### src/rtl/hs_mem_pkg.sv
// rtl/hs_mem_pkg.sv - shared widths, response record and FSM states for hs_mem_responder
package hs_mem_pkg;

  localparam int DEF_ADDR_W    = 5;
  localparam int DEF_DATA_W    = 8;
  localparam int DEF_RSP_DEPTH = 2;

  // One queued response: request type, echoed address, read or written data
  typedef struct packed {
    logic                  write;
    logic [DEF_ADDR_W-1:0] addr;
    logic [DEF_DATA_W-1:0] rdata;
  } rsp_t;

  typedef enum logic {
    INIT = 1'b0,
    RUN  = 1'b1
  } state_e;

endpackage

### src/rtl/hs_mem_rsp_fifo.sv
// rtl/hs_mem_rsp_fifo.sv - small response FIFO with wrap-around pointers and occupancy count
module hs_mem_rsp_fifo
  import hs_mem_pkg::*;
#(
  parameter int DEPTH = DEF_RSP_DEPTH
) (
  input  logic                         clk,
  input  logic                         rst,
  input  logic                         push,
  input  rsp_t                         push_data,
  input  logic                         pop,
  output rsp_t                         head,
  output logic [$clog2(DEPTH+1)-1:0]   count
);

  localparam int CNT_W = $clog2(DEPTH + 1);
  localparam int PTR_W = (DEPTH > 1) ? $clog2(DEPTH) : 1;

  rsp_t             entries [DEPTH];
  logic [PTR_W-1:0] wr_ptr;
  logic [PTR_W-1:0] rd_ptr;
  logic             push_ok;
  logic             pop_ok;

  // Pointers wrap explicitly so non-power-of-two depths also work
  function automatic logic [PTR_W-1:0] ptr_inc(input logic [PTR_W-1:0] p);
    return (p == PTR_W'(DEPTH - 1)) ? '0 : p + PTR_W'(1);
  endfunction

  // Overflow and underflow are refused locally as a safety net
  assign push_ok = push && (count != CNT_W'(DEPTH));
  assign pop_ok  = pop && (count != '0);
  assign head    = entries[rd_ptr];

  // Entry storage carries no reset; validity is tracked by count alone
  always_ff @(posedge clk) begin
    if (push_ok) begin
      entries[wr_ptr] <= push_data;
    end
  end

  // Pointer and occupancy bookkeeping; simultaneous push and pop leaves count unchanged
  always_ff @(posedge clk) begin
    if (rst) begin
      wr_ptr <= '0;
      rd_ptr <= '0;
      count  <= '0;
    end else begin
      if (push_ok) wr_ptr <= ptr_inc(wr_ptr);
      if (pop_ok)  rd_ptr <= ptr_inc(rd_ptr);
      case ({push_ok, pop_ok})
        2'b10:   count <= count + CNT_W'(1);
        2'b01:   count <= count - CNT_W'(1);
        default: count <= count;
      endcase
    end
  end

endmodule

### src/rtl/hs_mem_responder.sv
// rtl/hs_mem_responder.sv - handshaked read/write responder over a self-clearing storage array
module hs_mem_responder
  import hs_mem_pkg::*;
#(
  parameter int ADDR_W    = DEF_ADDR_W,
  parameter int DATA_W    = DEF_DATA_W,
  parameter int RSP_DEPTH = DEF_RSP_DEPTH
) (
  input  logic              clk,
  input  logic              rst,
  input  logic              req_valid,
  output logic              req_ready,
  input  logic              req_write,
  input  logic [ADDR_W-1:0] req_addr,
  input  logic [DATA_W-1:0] req_wdata,
  output logic              rsp_valid,
  input  logic              rsp_ready,
  output logic              rsp_write,
  output logic [ADDR_W-1:0] rsp_addr,
  output logic [DATA_W-1:0] rsp_rdata,
  output logic              init_done
);

  localparam int DEPTH = 2 ** ADDR_W;
  localparam int CNT_W = $clog2(RSP_DEPTH + 1);

  state_e            state;
  state_e            state_nxt;
  logic [ADDR_W-1:0] sweep;
  logic [DATA_W-1:0] mem [DEPTH];
  logic [CNT_W-1:0]  count;
  logic              accept;
  logic              pop;
  rsp_t              push_data;
  rsp_t              head;

  // State register
  always_ff @(posedge clk) begin
    if (rst) state <= INIT;
    else     state <= state_nxt;
  end

  // Leave INIT on the edge that clears the last address
  always_comb begin
    state_nxt = state;
    case (state)
      INIT:    if (sweep == ADDR_W'(DEPTH - 1)) state_nxt = RUN;
      RUN:     state_nxt = RUN;
      default: state_nxt = INIT;
    endcase
  end

  // Ready comes only from registered state so it never loops back through rsp_ready
  always_comb begin
    req_ready = (state == RUN) && (count < CNT_W'(RSP_DEPTH));
    init_done = (state == RUN);
  end

  assign accept    = req_valid && req_ready;
  assign rsp_valid = (count != '0);
  assign pop       = rsp_valid && rsp_ready;

  // Reads capture the array before this edge's write; writes echo their own data
  assign push_data = '{write: req_write,
                       addr:  req_addr,
                       rdata: req_write ? req_wdata : mem[req_addr]};

  // Clear-sweep address, one word per INIT cycle
  always_ff @(posedge clk) begin
    if (rst)                sweep <= '0;
    else if (state == INIT) sweep <= sweep + ADDR_W'(1);
  end

  // Storage array: zero fill during INIT, accepted writes during RUN
  always_ff @(posedge clk) begin
    if (!rst) begin
      if (state == INIT)            mem[sweep]    <= '0;
      else if (accept && req_write) mem[req_addr] <= req_wdata;
    end
  end

  hs_mem_rsp_fifo #(
    .DEPTH(RSP_DEPTH)
  ) u_rsp_fifo (
    .clk      (clk),
    .rst      (rst),
    .push     (accept),
    .push_data(push_data),
    .pop      (pop),
    .head     (head),
    .count    (count)
  );

  // Stale FIFO slots are masked so the response bus reads zero when empty
  assign rsp_write = rsp_valid ? head.write : 1'b0;
  assign rsp_addr  = rsp_valid ? head.addr  : '0;
  assign rsp_rdata = rsp_valid ? head.rdata : '0;

endmodule

### config.mk
export PLATFORM = sky130hd
export DESIGN_NAME = hs_mem_responder
export DESIGN_NICKNAME = d
export VERILOG_FILES = /design/src/rtl/hs_mem_pkg.sv /design/src/rtl/hs_mem_rsp_fifo.sv /design/src/rtl/hs_mem_responder.sv
export SDC_FILE = /design/constraint.sdc
export NUM_CORES = 1
export LEC_CHECK = 0
export ABC_AREA = 1
export CAP_MARGIN = 10
export CORE_ASPECT_RATIO = 0.8
export CORE_UTILIZATION = 45
export DETAILED_ROUTE_END_ITERATION = 6
export RECOVER_POWER = 100
export SLEW_MARGIN = 15
export SYNTH_ARGS = -nofsm -noshare
export SYNTH_HDL_FRONTEND = slang
export SYNTH_HIERARCHICAL = 1
export SYNTH_SLANG_ARGS = --single-unit
### constraint.sdc
create_clock -name clk -period 2.8 [get_ports clk]
set_input_delay 0.56 -clock clk [delete_from_list [all_inputs] [get_ports clk]]
set_output_delay 0.56 -clock clk [all_outputs]
set_load 0.02 [all_outputs]
Word-level counts from Yosys, hierarchy flattened
Memory sizes are Yosys's and may differ from the RTL's. A register that Yosys moved wholly into a read port is not among the register bits.
Index checks and enable logic that the tools add are counted.

word-level totals
  register bits = 10
  bits in latches = 0
  RAM bits = 284
  bits in read-only memories = 0
  bits of input ports = 18
  output and inout bits = 17
  word-level logic and storage cells = 50
  memories = 2

operators by class
  add/sub/neg operators = 5
  multiply operators = 0
  divide/modulo/power cells = 0
  magnitude comparators = 1
  equality and inequality tests = 4
  shifts and indexed selects = 0
  mux-type cells = 23
  bitwise operators = 1
  reductions and logical operators = 9

memories
  name                depth  width  rd ports  clocked after memory_dff  write ports  RTL line                text
  mem                 32     8      1         0                         1            hs_mem_responder.sv:30  logic [DATA_W-1:0] mem [DEPTH];
  u_rsp_fifo.entries  2      14     1         1                         1            hs_mem_rsp_fifo.sv:19   rsp_t entries [DEPTH];

operator list
  kind                                                 count
  two-way mux 8 bit                                    3
  two-way mux 1 bit                                    16
  two-way mux 5 bit                                    2
  OR reduction 8 bit                                   1
  logical AND 1 bit                                    6
  adder 5 x 1 -> 5 bit, second input constant          1
  equality test 5 bit, second input constant           1
  one-hot mux 2 bit (2 select lines)                   1
  nonzero test 2 bit                                   2
  adder 1 bit, second input constant                   2
  adder 2 x 1 -> 2 bit, second input constant          1
  equality test 2 x 1 -> 1 bit, second input constant  1
  equality test 2 bit, second input constant           1
  < comparator 2 bit, second input constant            1
  != test 2 bit, second input constant                 1
  one-hot mux 1 bit (2 select lines)                   1
  subtractor 2 x 1 -> 2 bit, second input constant     1
  NOT 1 bit                                            1

Longest topological paths before layout
Gate-level depths: netlist (run 1).

  depth after elaboration = 10
  depth in mapped cells = 11

Hierarchy
Netlist (run 1), hierarchy kept.

modules (own cells, without submodules)
  module            times used  cells each  area an instance (um2)  seq. area each (um2)
  hs_mem_responder  1           1,020       11,083.1                7,807.5
  hs_mem_rsp_fifo   1           79          1,244.9                 940.9

Least setup slack after synthesis (run 1)
No wires, ideal clock.

  path kind = reg2reg
  from = reg state, in the netlist init_done
  to = mem mem[0][0] (netlist bit), data pin
  setup time = 351 ps
  data arrival time = 2,068 ps
  required time = 2,449 ps
  setup slack = 381 ps
  stages on the path, launching flop included = 8
  buffers on the path = 1
  path through = dfxtp_1 inv_2 nor2_4 nand2_2 inv_2 nand3_4 buf_2 nor2_1

on the way
  longest elaborated chain between the ends = 9

ends and longest elaborated chain
  element                                  RTL line                text
  start, declared                          hs_mem_responder.sv:27  state_e state;
  start signal, assigned                   hs_mem_responder.sv:40  else state <= state_nxt;
  logical AND 1 bit                        hs_mem_responder.sv:55  req_ready = (state == RUN) && (count < CNT_W'(RSP_DEPTH));
  via req_ready                            hs_mem_responder.sv:12  output logic req_ready,
  logical AND 1 bit                        hs_mem_responder.sv:59  assign accept = req_valid && req_ready;
  via accept                               hs_mem_responder.sv:32  logic accept;
  logical AND 1 bit                        hs_mem_responder.sv:78  else if (accept && req_write) mem[req_addr] <= req_wdata;
  two-way mux 1 bit                        hs_mem_responder.sv:78
  two-way mux 1 bit                        hs_mem_responder.sv:77  if (state == INIT) mem[sweep] <= '0;
  two-way mux 1 bit                        hs_mem_responder.sv:76  if (!rst) begin
  two-way mux 1 bit (implied by the code)  hs_mem_responder.sv:78
  OR reduction 8 bit (no source line)      n/a
  two-way mux 8 bit (no source line)       n/a
  end, declared                            hs_mem_responder.sv:30

The timed path passes the listed nets, and every way through them passes these cells.

==> flow_summary.json, run 1 <==
{
  "synth_cells": 1099,
  "syn_area_um2": 12330,
  "cts.clk_slew.worst_paths_ns": 0.07,
  "initial_core_util_pct": 46.36,
  "synth_cell_types": 24,
  "synthTopCellsByArea": "edfxtp_1 69%, nand2_1 11%, nand3_1 8.8%, nor2_1 2.4%, dfxtp_1 1.8%",
  "wirelength_um": 29710,
  "first_iter_violations": 952,
  "postCtsSetupRepairBufs": 0,
  "grt_usage_pct": 21.59,
  "min-delay-path-class": "reg2reg",
  "cts_htree_levels": 1,
  "area_growth_pct": 16.09,
  "peakVddDrop_uv": 464.0,
  "multiInputGateArea_um2": 3169,
  "cts_resized": 1,
  "relSlewSlack_pct": 29.82,
  "synth_top_cell_by_area": "edfxtp_1",
  "avgSynthCellArea_um2": 11.22,
  "fmax_ghz": 0.3701,
  "fin_skew_ns": 0.01562,
  "diodes": 0,
  "antenna_found_initial": 0,
  "wl_per_cell_um": 19.01,
  "finalCritPeriodShare_pct": 96.50,
  "cap_violations": 0,
  "worst_pin_slew_ns": 1.053,
  "met3WireLength_um": 2293,
  "die_x_um": 187.1,
  "clk_latency_ns": 0.56,
  "yosysTopAreaCellShare_pct": 69.18,
  "post-route-min-period_ns": 2.702,
  "yosysSeqAreaShare_pct": 70.96,
  "synth_edf_count": 284,
  "core_area_um2": 26590,
  "setup_viol": 0,
  "synthesis.nets": 1120,
  "io_pins": 35,
  "rsz0062_at_grt": "no",
  "r2r_cells": 9,
  "dp_hpwl_um": 18630,
  "grt_pass1_wl_um": 44940,
  "crit_fanout": 9,
  "async_flop_share_pct": 0,
  "min_delay_path_depth": 2,
  "p_leak_uw": 0.005260,
  "synth_warnings": 6,
  "drcViolationCount": 0,
  "viasPerCell": 5.292,
  "finalSetupTns_ns": 0,
  "power.internal_uw": 7127,
  "final-seq-area_um2": 8752,
  "power.total_uw": 9134,
  "cp-end-kind": "output port",
  "reg2reg_slack_ns": 0.25,
  "cts_made_buffers": 29,
  "synth_most_common_cell": "nand2_1",
  "grt-ovfl-total": 0,
  "clkSinkCount": 295,
  "critPathLaunchType": "register",
  "dieHeight_um": 150.0,
  "cts_buffer_depth": 3,
  "critPathKind": "reg2out",
  "min-delay-start": "u_rsp_fifo/rd_ptr",
  "min_to": "u_rsp_fifo/rd_ptr",
  "synth_commonest_cells": "356 x nand2_1, 284 x edfxtp_1, 217 x nand3_1",
  "route.vias.total": 8272,
  "ant_nets": 0,
  "cp.arrival_ns": 2.14,
  "die_area_um2": 28070,
  "portBuffers": 34,
  "routabilityCongestion": 0.8554,
  "power.density_nw_per_um2": 638.2,
  "switching_power_uw": 2007,
  "grt_max_degree": 92,
  "finalHoldViolations": 0,
  "swShare_pct": 21.97,
  "slew_violations": 0,
  "ys_seq_elements": 295,
  "wl_met2_um": 12740,
  "drive_gt1_share_pct": 11.77,
  "drt-met1-wl_um": 13730,
  "r2r_start": "init_done",
  "p_seq_share_pct": 52.7,
  "grt_pass1_vias": 7869,
  "reg2reg_to": "mem[25][2]",
  "first_pass_iters": 5,
  "cts_hold_buffers": 0,
  "combinationalPowerShare_pct": 5.8,
  "cts_tree": "done",
  "top_layer_used": "met4",
  "root_buffer": "clkbuf_16",
  "clkPwrFrac_pct": 41.5,
  "critical_path_required_ns": 2.24,
  "status": "complete, no violations",
  "nets": 1205,
  "nFillCells": 2288,
  "synthFlopType": "edfxtp_1",
  "rows": 53
}
critical path, cell delays in order, from the launching register on:
cell and delay, ns:
dfxtp_4 0.42, clkbuf_2 0.18, mux2_2 0.35, inv_1 0.06
nor2_1 0.04, clkdlybuf4s50_1 0.53
final cells by class:
type                            instances  share of cell area (%)
Sequential cell                       295                   61.16
Multi-Input combinational cell        699                   22.15
Timing Repair Buffer                  111                   5.866
Clock buffer                           30                   5.097
Tap cell                              357                   3.121
Clock inverter                         23                   1.346
Inverter                               48                   1.268
metrics by stage:
stage          setup WS, ns  hold WS [ns]  area, um^2  utilization [%]  instances
6_report            0.09795        0.5099       14310            53.82       1563
5_1_grt             0.02634        0.5795       14310            53.82       1563
4_1_cts             0.04190        0.5114       14470            54.43       1563
3_5_place_dp         0.1130        0.4966       13550            50.95       1510
3_3_place_gp        0.08239        0.4786       13550            50.95       1510
2_1_floorplan        0.3811        0.4650       12330                -       1099
logic make-up after synthesis:
| logic type | count (synthesis) | share of synthesized area (%) |
|---|---|---|
| DFF | 295 | 70.96 |
| AOI/OAI and AO/OA | 19 | 0.9236 |
| buffers and inverters | 105 | 3.349 |
| and+or+nand+nor | 663 | 23.18 |
| muxes | 14 | 1.279 |
| adders and majority gates | 3 | 0.3045 |
cell usage in the layout (no fill, tap or decap), types with 12 or more instances in the layout:
cell               n
buf_4             21
mux2_2            14
nor2_1            74
inv_1             41
clkdlybuf4s50_1   19
clkbuf_2          31
clkbuf_16         29
dlygate4sd3_1     12
edfxtp_1         284
nand3_1          217
nand2_1          357
clkbuf_1          18
power by group through the flow:
stage | logic (uW) | registers, uW | clock network (uW)
after global routing | 583 | 4820 | 4000
after floorplan | 331 | 4910 | 0
after global placement | 527 | 4910 | 0
after CTS | 534 | 4820 | 3840
after detailed placement | 531 | 4910 | 0
final | 529 | 4810 | 3790
registers in the layout, indices dropped and copies added, names as in the netlist, named ones only:
name / count
sweep: 5
u_rsp_fifo/wr_ptr: 1
mem: 256
init_done: 1
u_rsp_fifo/count: 2
u_rsp_fifo/entries: 28
u_rsp_fifo/rd_ptr: 1
routing by layer:
metal | vias to the layer above | GRT usage [%]
li1 | 3967 | -
met1 | 3945 | 31.09
met5 | - | 0
met4 | 0 | 7.336
met3 | 63 | 4.456
met2 | 297 | 32.69
how the worst max path moves through the flow:
stage	startpoint	depth (start not counted)	endpoint
3_5_place_dp	req_write	9	mem[23][3]
2_1_floorplan	init_done	7	mem[0][0]
6_report	register	5	rsp_addr[4]
5_1_grt	register	5	rsp_addr[4]
3_3_place_gp	req_write	9	mem[31][5]
4_1_cts	register	5	rsp_addr[4]
Note: power is estimated with default switching activity, not from simulation.
==> run 2: changes to the inputs <==
--- a/config.mk
+++ b/config.mk
@@ -10,6 +10,7 @@
 export CORE_ASPECT_RATIO = 0.8
 export CORE_UTILIZATION = 45
 export DETAILED_ROUTE_END_ITERATION = 6
+export DONT_BUFFER_PORTS = 1
 export RECOVER_POWER = 100
 export SLEW_MARGIN = 15
 export SYNTH_ARGS = -nofsm -noshare
==> flow_summary.json, run 2 (synthesis gave the netlist of run 1 again) <==
{
  "finalCritPeriodShare_pct": 90.03,
  "slowest_stage": "dfxtp_1",
  "cts_made_buffers": 28,
  "p_leak_uw": 0.005005,
  "cap_violations": 0,
  "path_cells": "clkbuf_1 > mux2_2 > inv_1 > nor2_1",
  "cts_resized": 0,
  "setup_viol": 0,
  "peakVddDrop_uv": 539.9,
  "nFillCells": 2361,
  "layout.cells.most_common": "nand2_1",
  "grt-ovfl-total": 0,
  "power.density_nw_per_um2": 667.9,
  "reg2reg_slack_ns": 0.28,
  "dp_hpwl_um": 18330,
  "clk_latency_ns": 0.55,
  "io_pins": 35,
  "cts.clk_slew.worst_paths_ns": 0.07,
  "core_area_um2": 26590,
  "regMostFlops": "mem",
  "cts_buffer_depth": 3,
  "reg_top3": "mem: 256 flops, u_rsp_fifo/entries: 28 flops, sweep: 5 flops",
  "antenna_found_initial": 0,
  "status": "complete, no violations",
  "cts_tree": "done",
  "fin_skew_ns": 0.01336,
  "area_growth_pct": 12.41,
  "relSlewSlack_pct": 35.02,
  "dieHeight_um": 150.0,
  "rows": 53,
  "cp-end-kind": "output port",
  "critPathKind": "reg2out",
  "die_x_um": 187.1,
  "fmax_ghz": 0.3967,
  "worst_pin_slew_ns": 0.9746,
  "drcViolationCount": 0,
  "first_iter_violations": 852,
  "initial_core_util_pct": 46.36,
  "grt_pass1_vias": 7751,
  "postCtsSetupRepairBufs": 0,
  "final_core_util_pct": 52.12,
  "fin_area_um2": 13860,
  "post-route-min-period_ns": 2.521,
  "largest_register_ffs": 256,
  "critical_path_required_ns": 2.24,
  "grt_usage_pct": 21.60,
  "final_cell_mix": "356 x nand2_1, 284 x edfxtp_1, 217 x nand3_1",
  "die_area_um2": 28070,
  "route.vias.total": 8049,
  "finalHoldViolations": 0,
  "portBuffers": 0,
  "setup_ws_ns": 0.2790,
  "critPathLaunchType": "register",
  "min-delay-path-class": "in2reg",
  "max_stage_delay_ns": 0.70,
  "cts_hold_buffers": 0,
  "rsz0062_at_grt": "no",
  "cp.arrival_ns": 1.96,
  "viasPerCell": 5.338,
  "grt_pass1_wl_um": 45420,
  "crit_family": "flip-flops",
  "crit_fanout": 13,
  "first_pass_iters": 4,
  "root_buffer": "clkbuf_16",
  "drive_gt1_share_pct": 9.644,
  "ant_nets": 0,
  "dpl_cell_area_um2": 13050,
  "nets": 1150,
  "worst-path-buf-inv": 2,
  "wirelength_um": 29810,
  "power.total_uw": 9255,
  "wl_per_cell_um": 19.77,
  "pre_cts_slack_ns": 0.3234,
  "clkSinkCount": 295,
  "finalSetupTns_ns": 0,
  "grt_max_degree": 132,
  "diodes": 0,
  "slew_violations": 0,
  "routabilityCongestion": 0.8196,
  "cts_htree_levels": 1
}
## run 2: final timing paths
kind	start	to	cells after the start
worst min register to register	u_rsp_fifo/rd_ptr	register	2
worst max register to register	u_rsp_fifo/count[1]	mem[16][2]	10
worst min-delay path	rst	sweep[2]	1
worst max-delay path	register	rsp_rdata[2]	4
## run 2: where the power goes
part	switching, uW	internal, uW
registers	10.4	4810
clock network	1580	2440
logic	285	134
## run 2: per-layer routing
| metal | share of wire, % | up-vias | global-route usage [%] |
|---|---|---|---|
| met5 | 0 | - | 0 |
| met4 | 2.2 | 0 | 5.533 |
| met3 | 6.0 | 48 | 3.330 |
| met2 | 46 | 255 | 34.44 |
| met1 | 45 | 3902 | 31.08 |
| li1 | - | 3844 | - |
## run 2: layout make-up
type                            count  area, um^2  area share (%)
Clock inverter                     12       157.7           1.138
Timing Repair Buffer               57       321.6           2.320
Inverter                           48       181.4           1.309
Sequential cell                   295        8748           63.13
Tap cell                          357       446.7           3.223
Multi-Input combinational cell    699        3166           22.84
Clock buffer                       40       837.1           6.040
## run 2: stage by stage
step	instances	hold WS [ns]
finish	1508	0.08897
global route	1508	0.07585
CTS	1508	0.07178
detailed placement	1456	0.5055
global placement	1456	0.4824
floorplan	1099	0.4650
